==> config.mk <==
export PLATFORM = sky130hd
export DESIGN_NAME = vram_arbiter
export DESIGN_NICKNAME = d
export VERILOG_FILES = /design/src/rtl/vram_pkg.sv /design/src/rtl/vram_arbiter_fifo.sv /design/src/rtl/vram_arbiter.sv
export SDC_FILE = /design/constraint.sdc
export NUM_CORES = 1
export LEC_CHECK = 0
export BUFFER_PORTS_ARGS = -buffer_cell sky130_fd_sc_hd__buf_2
export CAP_MARGIN = 10
export CELL_PAD_IN_SITES_DETAIL_PLACEMENT = 0
export CELL_PAD_IN_SITES_GLOBAL_PLACEMENT = 1
export CORE_UTILIZATION = 38
export DETAILED_ROUTE_END_ITERATION = 10
export HOLD_SLACK_MARGIN = 0.02
export PLACE_DENSITY_LB_ADDON = 0.1
export SYNTH_ARGS = -nofsm -noshare
export SYNTH_HDL_FRONTEND = slang
export SYNTH_SLANG_ARGS = --single-unit
==> constraint.sdc <==
create_clock -name clk -period 2 [get_ports clk]
set_input_delay 0 -clock clk [delete_from_list [all_inputs] [get_ports clk]]
set_output_delay 0 -clock clk [all_outputs]
set_load 0.02 [all_outputs]
==> src/rtl/vram_pkg.sv <==
// vram_arbiter shared types and defaults.
// Optional VRAM_STATS_EN adds a write-stall counter to the arbiter.
package vram_pkg;
  localparam int ADDR_W_D = 12;
  localparam int DATA_W_D = 8;
  localparam int RD_LAT   = 2;

  typedef enum logic [1:0] {
    ST_IDLE  = 2'd0,
    ST_DRAIN = 2'd1,
    ST_CLEAR = 2'd2
  } state_t;
endpackage

==> src/rtl/vram_arbiter_fifo.sv <==
// wr_fifo2: two-entry in-order write buffer for the command side.
// Push is never offered when full; pop never when empty.
module wr_fifo2 #(
  parameter int W = 20
) (
  input  logic         clk,
  input  logic         nrst,
  input  logic         push,
  input  logic         pop,
  input  logic [W-1:0] din,
  output logic [W-1:0] dout,
  output logic         empty,
  output logic         full
);
  logic [W-1:0] r_mem [2];
  logic         r_wp;
  logic         r_rp;
  logic [1:0]   r_cnt;

  always_ff @(posedge clk or negedge nrst) begin
    if (!nrst) begin
      r_mem[0] <= '0;
      r_mem[1] <= '0;
      r_wp     <= 1'b0;
      r_rp     <= 1'b0;
      r_cnt    <= 2'd0;
    end else begin
      if (push) begin
        r_mem[r_wp] <= din;
        r_wp        <= ~r_wp;
      end
      if (pop) r_rp <= ~r_rp;
      r_cnt <= r_cnt + 2'(push) - 2'(pop);
    end
  end

  assign dout  = r_mem[r_rp];
  assign empty = (r_cnt == 2'd0);
  assign full  = r_cnt[1];
endmodule

==> src/rtl/vram_arbiter.sv <==
// Single-port font RAM arbiter: pixel reads, buffered writes, bulk clear.
// Define VRAM_STATS_EN to add wr_stall_cnt.
module vram_arbiter
  import vram_pkg::*;
#(
  parameter int ADDR_W = ADDR_W_D,
  parameter int DATA_W = DATA_W_D
) (
  input  logic              clk,
  input  logic              nrst,
  input  logic              rd_req,
  input  logic [ADDR_W-1:0] rd_addr,
  output logic              rd_valid,
  output logic [DATA_W-1:0] rd_data,
  input  logic              wr_valid,
  input  logic [ADDR_W-1:0] wr_addr,
  input  logic [DATA_W-1:0] wr_data,
  output logic              wr_ready,
  input  logic              clr_start,
  input  logic [DATA_W-1:0] clr_value,
  output logic              busy,
  output logic [ADDR_W-1:0] mem_addr,
  output logic [DATA_W-1:0] mem_wdata,
  output logic              mem_we,
  output logic              mem_re,
  input  logic [DATA_W-1:0] mem_rdata
`ifdef VRAM_STATS_EN
  ,
  output logic [15:0]       wr_stall_cnt
`endif
);
  localparam int FW = ADDR_W + DATA_W;

  state_t            r_state;
  state_t            w_state_nx;
  logic              r_rdy_en;
  logic [ADDR_W-1:0] r_cnt;
  logic [DATA_W-1:0] r_clr_val;

  logic [FW-1:0]     w_head;
  logic              w_empty;
  logic              w_full;
  logic              w_push;
  logic              w_wr_iss;
  logic              w_clr_iss;
  logic              w_clr_go;

  assign w_push    = wr_valid & wr_ready;
  assign w_wr_iss  = !rd_req & !w_empty;
  assign w_clr_iss = !rd_req & w_empty & (r_state == ST_CLEAR);
  assign w_clr_go  = clr_start & (r_state == ST_IDLE);

  // Ready is held low until the first edge after reset release.
  assign wr_ready = r_rdy_en & (r_state == ST_IDLE) & !w_full;
  assign busy     = (r_state != ST_IDLE);
  assign rd_data  = mem_rdata;

  wr_fifo2 #(.W(FW)) u_fifo (
    .clk   (clk),
    .nrst  (nrst),
    .push  (w_push),
    .pop   (w_wr_iss),
    .din   ({wr_addr, wr_data}),
    .dout  (w_head),
    .empty (w_empty),
    .full  (w_full)
  );

  always_comb begin
    w_state_nx = r_state;
    unique case (r_state)
      ST_IDLE: begin
        if (clr_start)
          w_state_nx = (!w_empty || w_push) ? ST_DRAIN : ST_CLEAR;
      end
      ST_DRAIN: begin
        if (w_empty) w_state_nx = ST_CLEAR;
      end
      ST_CLEAR: begin
        if (w_clr_iss && (&r_cnt)) w_state_nx = ST_IDLE;
      end
      default: w_state_nx = ST_IDLE;
    endcase
  end

  always_ff @(posedge clk or negedge nrst) begin
    if (!nrst) begin
      r_state   <= ST_IDLE;
      r_rdy_en  <= 1'b0;
      r_cnt     <= '0;
      r_clr_val <= '0;
      mem_addr  <= '0;
      mem_wdata <= '0;
      mem_we    <= 1'b0;
      mem_re    <= 1'b0;
      rd_valid  <= 1'b0;
    end else begin
      r_state  <= w_state_nx;
      r_rdy_en <= 1'b1;
      if (w_clr_go) begin
        r_clr_val <= clr_value;
        r_cnt     <= '0;
      end else if (w_clr_iss) begin
        r_cnt <= r_cnt + 1'b1;
      end
      mem_re   <= rd_req;
      mem_we   <= w_wr_iss | w_clr_iss;
      rd_valid <= mem_re;
      if (rd_req) begin
        mem_addr <= rd_addr;
      end else if (w_wr_iss) begin
        mem_addr  <= w_head[FW-1:DATA_W];
        mem_wdata <= w_head[DATA_W-1:0];
      end else if (w_clr_iss) begin
        mem_addr  <= r_cnt;
        mem_wdata <= r_clr_val;
      end
    end
  end

`ifdef VRAM_STATS_EN
  logic [15:0] r_stall;

  always_ff @(posedge clk or negedge nrst) begin
    if (!nrst)
      r_stall <= '0;
    else if (rd_req && !w_empty && (r_stall != 16'hFFFF))
      r_stall <= r_stall + 16'd1;
  end

  assign wr_stall_cnt = r_stall;
`endif
endmodule
==> results by group, run 1 <==
Outcome
  – Status: finished clean

Floorplan
  – Die height: 104 um
  – Initial Util: 39.0%
  – IO Pins: 86
  – Core Footprint: 0.0102 mm^2
  – Die area: 0.0109 mm^2
  – Std-Cell Rows: 37
  – Die W: 104 um

Power and ir drop
  – VDD IR max: 0.645 mV
  – Sw frac: 35.8%
  – Pwr dens: 1290 mW/mm^2
  – Clock share of power: 18.8%
  – Net Switching: 2450 uW
  – Part of the power in registers: 43.3%
  – Internal: 4400 uW
  – Combinational cell fraction of total power: 37.9%
  – Total leakage power: 0.00246 uW

Place
  – GP Congestion: 0.716
  – DP HPWL: 6.35 mm
  – Port bufs: 69

Drt
  – Detailed-route via count: 3098
  – DR WL/cell: 15.9 um
  – DRT iter0 DRCs: 138
  – Final wirelength: 9.83 mm
  – DRC viols: 0
  – DR pass1 iterations: 6
  – Detail Route Antenna Nets: 0
  – Number of vias per cell: 5.01

Critical path
  – Worst setup EP type: register
  – Crit path arrival time: 2220 ps
  – R2r startpoint: u_fifo.r_cnt[1]$_DFF_PN0_
  – Reg-to-reg setup timing slack: 60 ps
  – Crit Path Max Fanout: 6
  – Setup CP Type: reg2reg
  – R2R depth: 4
  – CP Launch Type: register
  – Reg2reg end: r_cnt[9]$_DFFE_PN0P_
  – CP Data Required Time: 2280 ps

Clocking
  – Latest clock arrival within the worst-skew pair: 360 ps
  – CTS tree: built
  – Post-CTS Setup Bufs: 0
  – Clock sink count: 90
  – CTS root buf: clkbuf_8
  – Clock Path Buffers: 2
  – Clock H-tree levels: 3
  – CTS clk-pin slew, worst paths: 90 ps
  – Clock buffer count from CTS: 9

Timing
  – Final hold vios: 0
  – Hold_ws: 116 ps
  – Slew of the pin with the lowest slew margin: 612 ps
  – Slew HR: 59.2%
  – Final Setup Violations: 0
  – Final min period: 1940 ps
  – Setup TNS: 0 ps
  – Clock Skew: 10.8 ps
  – Peak Freq: 0.516 GHz
  – Crit share post-route: 96.9%
  – Slew Limit Fails: 0
  – Setup repair after global routing missed its margin: false

Global routing
  – Total gr overflow: 0
  – Largest net degree at the start of global routing: 61
  – First-pass GRT wire length: 16.0 mm
  – Overall Global Routing Usage: 19.1%
  – Initial antenna violation count: 0
  – Vias in the first global route: 3116

Yosys
  – Yosys warns: 0
  – Synth cell types: 41
  – Share of the synthesized area in the top cell type: 56.5%
  – Prevailing post-synth register cell: dfrtp_1
  – Post-synth EDFFs: 0
  – Post-synthesis sequential area ratio: 56.5%
  – FFs w/ async S/R, synth: 100%
  – Syn Std Cell Area: 0.00399 mm^2
  – Net Count, Synth: 404
  – Post-synthesis register bit count: 90
  – Mapped Cells: 348
  – Most area-consuming cells after synthesis: dfrtp_1, mux2_1, nand2_1
  – Avg Inst Size Synth: 11.5 um^2
  – Yosys top cell by area: dfrtp_1

Cells and area
  – Layout cells sized above 1: 26.8%
  – ANT cells: 0
  – Layout fillers: 947
  – Register area: 0.00225 mm^2
  – # nets final: 534
  – Area occupied by multi-input gates: 0.00163 mm^2
  – P&R area growth vs syn: 33.6%
  – Post-Route Utilization: 52.0%

Worst hold path
  – Hold Path Class: in2async

Run
  – Max-cap violations: 0
worst max-delay path by stage:
stage	start	endpoint	slack (ps)
final	u_fifo.r_cnt[1]$_DFF_PN0_	r_cnt[9]$_DFFE_PN0P_	60
after global placement	u_fifo.r_cnt[1]$_DFF_PN0_	r_cnt[9]$_DFFE_PN0P_	90
after floorplan	u_fifo.r_cnt[1]$_DFF_PN0_	r_cnt[11]$_DFFE_PN0P_	10
after CTS	u_fifo.r_cnt[1]$_DFF_PN0_	r_cnt[9]$_DFFE_PN0P_	20
after global routing	u_fifo.r_cnt[1]$_DFF_PN0_	r_cnt[9]$_DFFE_PN0P_	5
after detailed placement	u_fifo.r_cnt[1]$_DFF_PN0_	r_cnt[9]$_DFFE_PN0P_	60
worst max-delay path, cell delays in order (launching register included):
cell     delay (ps)
dfrtp_1         400
or4b_4          540
or2_4           270
or4_4           510
a21oi_2         140
cell usage in the layout (no fill, tap or decap), drive strengths merged, types with 2 or more instances in the layout:
| cell type | Yosys | layout |
|---|---|---|
| nor3 | 4 | 4 |
| or2 | 3 | 3 |
| nor2b | 9 | 9 |
| nor2 | 8 | 8 |
| or3 | 2 | 2 |
| xnor2 | 5 | 5 |
| o31ai | 2 | 2 |
| a211oi | 9 | 9 |
| a31oi | 8 | 8 |
| o21ai | 2 | 2 |
| nor4b | 2 | 2 |
| mux2i | 2 | 2 |
| or4 | 2 | 2 |
| inv | 3 | 3 |
| clkinv | 1 | 3 |
| o22ai | 24 | 24 |
| dlygate4sd3 | 0 | 52 |
| dfrtp | 90 | 90 |
| clkbuf | 13 | 11 |
| ha | 3 | 3 |
| buf | 10 | 90 |
| a21oi | 17 | 17 |
| nand2 | 60 | 60 |
| xor2 | 3 | 3 |
| mux2 | 52 | 52 |
| nand3 | 4 | 4 |
sequential cells by signal, indices dropped and copies added (netlist names):
name          count
r_state           2
r_rdy_en          1
u_fifo.r_rp       1
r_cnt            12
mem_wdata         8
r_clr_val         8
u_fifo.r_cnt      2
u_fifo.r_mem     40
u_fifo.r_wp       1
mem_we            1
rd_valid          1
mem_addr         12
mem_re            1
per-stage QoR:
| stage | instances | total power [uW] | setup slack, ps | instance area [um^2] |
|---|---|---|---|---|
| after floorplan | 348 | 4650 | 13.9 | 4010 |
| after global placement | 551 | 5510 | 92.2 | 4590 |
| after detailed placement | 551 | 5550 | 64.3 | 4590 |
| after CTS | 618 | 6950 | 18.6 | 5310 |
| after global routing | 618 | 7350 | 5.40 | 5320 |
| final | 618 | 6860 | 61.9 | 5320 |
logic make-up after synthesis:
group,Yosys count,synth area share (%)
AO/OA/AOI/OAI,63,9.70
adder cells (fa/ha/maj),3,0.942
flip-flops,90,56.5
buffers and inverters,27,3.36
XOR/XNOR,8,1.76
other,1,0.0941
multiplexers,54,15.2
AND/OR/NAND/NOR,102,12.4
layer usage:
layer	routed length (um)	global-route usage, %	share of wire (%)
met5	0	0	0
met4	91	5.71	0.93
met3	381	3.51	3.9
met2	4820	32.1	49
met1	4530	25.1	46
cell type report:
| type | count | area share, % |
|---|---|---|
| sequential | 90 | 42.3 |
| multi-input combinational | 231 | 30.7 |
| timing repair buffer | 142 | 19.7 |
| tap | 136 | 3.20 |
| clock buffer | 11 | 2.84 |
| clock inverter | 4 | 0.964 |
| inverter | 4 | 0.282 |
power by group through the flow:
stage               Combinational (uW)  Clock (uW)  Sequential [uW]
floorplan                         1470           0             3180
global placement                  2520           0             2990
detailed placement                2550           0             3010
CTS                               2650        1330             2980
global route                      2870        1400             3080
finish                            2600        1290             2970
Yosys cell counts (4+ instances only):
master	n
o22ai_1	24
mux2_1	40
a21oi_1	17
dfrtp_1	90
xnor2_1	5
a211oi_1	9
buf_4	8
nor2_1	8
nand2_1	60
nor2b_1	9
a31oi_1	8
mux2_2	12
clkbuf_1	13
nand3_1	4
timing repair:
| item | CTS | global route |
|---|---|---|
| gates resized for setup | 0 | 4 |
| endpoints found under the hold margin | 115 | 0 |
| hold buffers | 52 | 0 |
| endpoints found under the setup margin | 0 | 2 |
Power figures use the tool's default switching activity.
==> inputs of run 2 (changes only) <==
clock period = 1.7 ns   (was 2 ns; I/O delays follow)
==> run 2 against run 1 <==
Against the previous run:
- the flow now finishes with violations (negative setup slack)
- first-iteration DRC count up 14%
- combinational power grew 43%
- via count increased by 1.4%
- sequential share of layout area down 2.8 points
- worst setup slack lost 200 ps
- critical path type unchanged
- flip-flop and latch count stayed put
- largest cell class unchanged
- register-to-register slack lost 200 ps
- count of clock-buffer cells in the layout fell by 2
- worst hold slack worse by 70 ps
==> results by group, run 2 (synthesis gave the netlist of run 1 again) <==
Timing
  – Final worst slack: -134 ps
  – Slew Limit Fails: 0
  – Setup repair after global routing missed its margin: true
  – Final min period: 1830 ps
  – Clock Skew: 7.74 ps
  – Final hold vios: 0
  – Peak Freq: 0.545 GHz
  – Crit share post-route: 108%
  – Final Setup Violations: 4

Floorplan
  – Die height: 104 um
  – Initial Util: 39.0%
  – Core Footprint: 0.0102 mm^2
  – Die W: 104 um
  – IO Pins: 86
  – Std-Cell Rows: 37
  – Die area: 0.0109 mm^2

Cells and area
  – P&R area growth vs syn: 43.0%
  – Layout cells sized above 1: 39.1%
  – Commonest cells after routing, fill and taps aside: dfrtp_1, buf_2, nand2_1
  – Finished Cell Area: 0.00570 mm^2
  – ANT cells: 0
  – Most flops, register: u_fifo.r_mem
  – Post-Route Utilization: 55.7%
  – Biggest regs: u_fifo.r_mem (40), mem_addr (12), r_cnt (12)
  – Layout fillers: 926
  – # nets final: 550
  – Max reg flops: 40
  – Commonest non-fill, non-tap cell in the layout: dfrtp_1

Critical path
  – R2R depth: 4
  – Reg-to-reg setup timing slack: -130 ps
  – Reg2reg end: r_cnt[11]$_DFFE_PN0P_
  – R2r startpoint: u_fifo.r_cnt[1]$_DFF_PN0_
  – Worst setup EP type: register
  – Crit path arrival time: 2130 ps
  – Crit Path Max Fanout: 3
  – Setup CP Type: reg2reg
  – CP Launch Type: register
  – CP Data Required Time: 1990 ps

Drt
  – DRC viols: 0
  – Detail Route Antenna Nets: 0
  – DR pass1 iterations: 4
  – DRT iter0 DRCs: 157
  – Number of vias per cell: 4.95
  – Final wirelength: 10.6 mm
  – DR WL/cell: 16.7 um
  – Detailed-route via count: 3141

Outcome
  – Failing checks: negative setup slack
  – Status: finished, violations left

Power and ir drop
  – Pwr dens: 1510 mW/mm^2
  – Total leakage power: 0.00277 uW
  – VDD IR max: 0.668 mV

Place
  – Port bufs: 69
  – GP Congestion: 0.789
  – DP HPWL: 6.59 mm
  – Placed instance area: 0.00473 mm^2

Clocking
  – Latest clock arrival within the worst-skew pair: 370 ps
  – CTS root buf: clkbuf_8
  – CTS clk-pin slew, worst paths: 90 ps
  – CTS tree: built
  – Clock Path Buffers: 2
  – Clock sink count: 90
  – Clock buffer count from CTS: 9
  – Clock H-tree levels: 3

Global routing
  – Largest net degree at the start of global routing: 34
  – Initial antenna violation count: 0
  – Overall Global Routing Usage: 20.4%
  – First-pass GRT wire length: 17.2 mm
  – Total gr overflow: 0
  – Vias in the first global route: 3314

Worst hold path
  – WHS Path Cells: 4
  – Hold Path Class: in2reg
  – Hold_sp: wr_valid
  – Hold Path End: u_fifo.r_wp$_DFFE_PN0P_

Run
  – Max-cap violations: 0
[run 2: cell count changes in the layout (fill, tap and decap cells not counted), sizes merged]
cell	previous run	this run
clkinv	3	5
bufinv	1	0
inv	3	5
buf	90	104
dlygate4sd3	52	51
or2	3	4
[run 2: worst max path at each step]
stage | end | startpoint | cells past startpoint
2_1_floorplan | u_fifo.r_cnt[1]$_DFF_PN0_ | r_state[0]$_DFFE_PN0P_ | 7
3_3_place_gp | r_cnt[11]$_DFFE_PN0P_ | u_fifo.r_cnt[1]$_DFF_PN0_ | 4
3_5_place_dp | r_cnt[9]$_DFFE_PN0P_ | u_fifo.r_cnt[1]$_DFF_PN0_ | 4
4_1_cts | r_cnt[9]$_DFFE_PN0P_ | u_fifo.r_cnt[1]$_DFF_PN0_ | 4
5_1_grt | r_cnt[7]$_DFFE_PN0P_ | u_fifo.r_cnt[1]$_DFF_PN0_ | 5
6_report | r_cnt[11]$_DFFE_PN0P_ | u_fifo.r_cnt[1]$_DFF_PN0_ | 4
[run 2: report_power, final]
| group | internal (uW) | switching, uW | total, uW |
|---|---|---|---|
| Combinational | 1920 | 1800 | 3720 |
| Sequential | 3010 | 543 | 3550 |
| Clock | 542 | 824 | 1370 |
[run 2: critical path, stage by stage (launching register included)]
cell and delay, ps:
dfrtp_2 440, or4b_4 480, or2_4 250, or4_1 470, a21oi_1 130
[run 2: repair_timing]
| action | CTS | global route |
|---|---|---|
| hold buffers | 51 | 0 |
| setup buffers | 3 | 2 |
| cloned | 1 | 4 |
| pin swaps | 4 | 7 |
| endpoints found under the setup margin | 27 | 63 |
| hold endpoints to repair | 161 | 0 |
| gates resized for setup | 5 | 38 |
[run 2: final cells by class]
| type | count | area [um^2] | area share (%) |
|---|---|---|---|
| Sequential cell | 90 | 2250 | 39.6 |
| Tap cell | 136 | 170 | 2.99 |
| Clock buffer | 9 | 124 | 2.17 |
| Clock inverter | 7 | 52.6 | 0.922 |
| Timing Repair Buffer | 157 | 1220 | 21.5 |
| Inverter | 4 | 15.0 | 0.263 |
| Multi-Input combinational cell | 232 | 1860 | 32.6 |
[run 2: stage by stage]
step	TNS [ps]	worst slack, ps	instances	total power [uW]	hold slack [ps]
finish	-455	-134	635	8630	45.8
global route	-3100	-187	635	9210	78.8
CTS	-904	-139	629	8400	24.5
detailed placement	-1590	-122	558	6810	-30.7
global placement	-1160	-115	558	6760	-29.8
floorplan	-4210	-216	348	5720	-296
[run 2: layer usage]
layer  GRT usage [%]  vias to the layer above  share of wire [%]  wire length, um
met3            3.88                       12                3.8              398
met5               0                        -                  0                0
met2            33.6                       75                 48             5130
met4            7.35                        0                1.4              148
li1                -                     1522                  -                -
met1            26.7                     1532                 47             4940
==> inputs of run 3 (changes only) <==
BUFFER_PORTS_ARGS = -buffer_cell sky130_fd_sc_hd__clkbuf_2   (was -buffer_cell sky130_fd_sc_hd__buf_2)
CORE_UTILIZATION = 40   (was 38)
CTS_CLUSTER_DIAMETER = 30   (was unset)
clock period = 2.1 ns   (was 1.7 ns; I/O delays follow)
==> run 3 against run 2 <==
Against the previous run:
- critical endpoint unchanged
- sequential share of layout area up 3.6 points
- clock power is 20% lower
- highest routed layer unchanged
- sequential power down 20%
- final area shrank 8.4%
- worst hold slack better by 100 ps
- clock skew increased by 6.6 ps
- first-iteration DRC count down 25%
- total power fell by 26%
- combinational power decreased by 34%
- critical path type unchanged
- core utilization decreased by 2.0 points
- non-clock buffer count down 21
- global-route usage fell by 1.5 points
- largest cell class unchanged
- the flow now finishes without violations
==> results by group, run 3 (synthesis gave the netlist of run 1 again) <==
Outcome
  – Status: finished clean

Drt
  – DRT iter0 DRCs: 118
  – Detail Route Antenna Nets: 0
  – DRC viols: 0
  – DR WL/cell: 15.2 um
  – DR pass1 iterations: 6
  – Detailed-route via count: 3114
  – Final wirelength: 9.30 mm
  – Number of vias per cell: 5.10

Power and ir drop
  – Combinational cell fraction of total power: 38.3%
  – Part of the power in registers: 44.7%
  – Internal: 4010 uW
  – VDD IR max: 0.562 mV
  – Pwr dens: 1220 mW/mm^2
  – Net Switching: 2370 uW
  – Clock share of power: 17.0%
  – Total leakage power: 0.00243 uW
  – Sw frac: 37.2%

Global routing
  – Largest net degree at the start of global routing: 40
  – First-pass GRT wire length: 14.6 mm
  – Initial antenna violation count: 0
  – Total gr overflow: 0
  – Vias in the first global route: 2853
  – Overall Global Routing Usage: 18.9%

Critical path
  – Setup CP Type: reg2reg
  – R2r startpoint: u_fifo.r_cnt[1]$_DFF_PN0_
  – Crit Path Max Fanout: 6
  – Critical Path Slowest Stage Cell: or4b_4
  – Cell chain of the critical path: or4b_4, or2_4, or4_1, a21oi_2
  – Crit path arrival time: 2310 ps
  – Slowest cell delay on critical path: 560 ps
  – R2R depth: 4
  – Worst setup EP type: register
  – Critical Path Source: u_fifo.r_cnt[1]$_DFF_PN0_
  – CP Data Required Time: 2380 ps
  – CP Launch Type: register

Cells and area
  – Max reg flops: 40
  – Commonest cells after routing, fill and taps aside: dfrtp_1, clkbuf_2, nand2_1
  – # nets final: 528
  – ANT cells: 0
  – Layout cells sized above 1: 25.4%
  – P&R area growth vs syn: 31.1%
  – Post-Route Utilization: 53.7%
  – Biggest regs: u_fifo.r_mem (40), mem_addr (12), r_cnt (12)
  – Commonest non-fill, non-tap cell in the layout: dfrtp_1
  – Most flops, register: u_fifo.r_mem

Floorplan
  – Die height: 102 um
  – Std-Cell Rows: 36
  – Die W: 102 um
  – IO Pins: 86
  – Die area: 0.0104 mm^2
  – Initial Util: 41.0%
  – Core Footprint: 0.00973 mm^2

Place
  – Port bufs: 69
  – GP Congestion: 0.760
  – DP HPWL: 6.47 mm

Clocking
  – CTS clk-pin slew, worst paths: 100 ps
  – Clock buffer count from CTS: 9
  – Clock H-tree levels: 3
  – CTS tree: built
  – Latest clock arrival within the worst-skew pair: 360 ps
  – Clock Path Buffers: 2
  – CTS root buf: clkbuf_8
  – Clock sink count: 90

Timing
  – Final hold vios: 0
  – Setup repair after global routing missed its margin: false
  – Slew of the pin with the lowest slew margin: 547 ps
  – Clock Skew: 14.4 ps
  – Slew HR: 63.6%
  – Setup TNS: 0 ps
  – Final min period: 2030 ps
  – Crit share post-route: 96.5%
  – Slew Limit Fails: 0
  – Peak Freq: 0.493 GHz
  – Final Setup Violations: 0

Worst hold path
  – Hold Path Class: in2async

Run
  – Max-cap violations: 0
## run 3: changes by cell type in the layout (fill, tap and decap cells not counted), sizes merged
cell         before  now
clkinvlp          1    0
dlygate4sd3      51   52
clkbuf           11   78
inv               5    4
or2               4    3
clkinv            5    6
buf             104   16
## run 3: final timing paths
| kind | end | slack (ps) |
|---|---|---|
| max in group asynchronous | u_fifo.r_cnt[1]$_DFF_PN0_ | 1330 |
| min in group clk | r_clr_val[7]$_DFFE_PN0P_ | 380 |
| setup reg to reg | r_cnt[11]$_DFFE_PN0P_ | 70 |
| hold / removal | mem_addr[0]$_DFFE_PN0P_ | 150 |
| hold reg to reg | rd_valid$_DFF_PN0_ | 380 |
| setup / recovery | r_cnt[11]$_DFFE_PN0P_ | 70 |
## run 3: stage by stage
step                setup slack [ps]  hold slack [ps]  cells  cell area [um^2]  power [uW]
floorplan                       70.0             -296    348              4000        4420
global placement                75.4            -2.86    541              4510        5200
detailed placement              38.5           -0.667    541              4510        5240
CTS                             34.2              160    609              5210        6430
global route                    12.6              193    610              5220        6810
finish                          72.5              147    610              5220        6380
## run 3: area by class of cell
cell class                 count  area [um^2]
tap                          133          166
clock inverter                 6         41.3
inverter                       4         15.0
multi-input combinational    231         1620
sequential                    90         2250
fill                         932         4510
timing repair buffer         136          993
clock buffer                  10          138
## run 3: routing by layer
layer / share of wire (%) / global-route usage [%] / wire length (um)
met3: 4.4 / 3.15 / 407
met5: 0 / 0 / 0
met2: 44 / 27.8 / 4130
met4: 1.9 / 7.03 / 172
met1: 49 / 28.1 / 4590
## run 3: power groups by stage
stage               sequential, uW  clock, uW  combinational, uW
finish                        2850       1090               2450
global route                  2950       1190               2670
CTS                           2860       1130               2440
detailed placement            2900          0               2340
global placement              2880          0               2320
floorplan                     3030          0               1390
## run 3: worst max-delay path, delay by kind of cell (launching register included)
kind | cells | cell delay [ps]
and+or+nand+nor | 3 | 1370
DFF | 1 | 450
AOI/OAI and AO/OA | 1 | 150
## run 3: repair_timing
item	CTS	global route
gates resized for setup	0	3
hold buffers	52	0
setup buffers	0	1
endpoints found under the setup margin	0	21
endpoints found under the hold margin	139	0
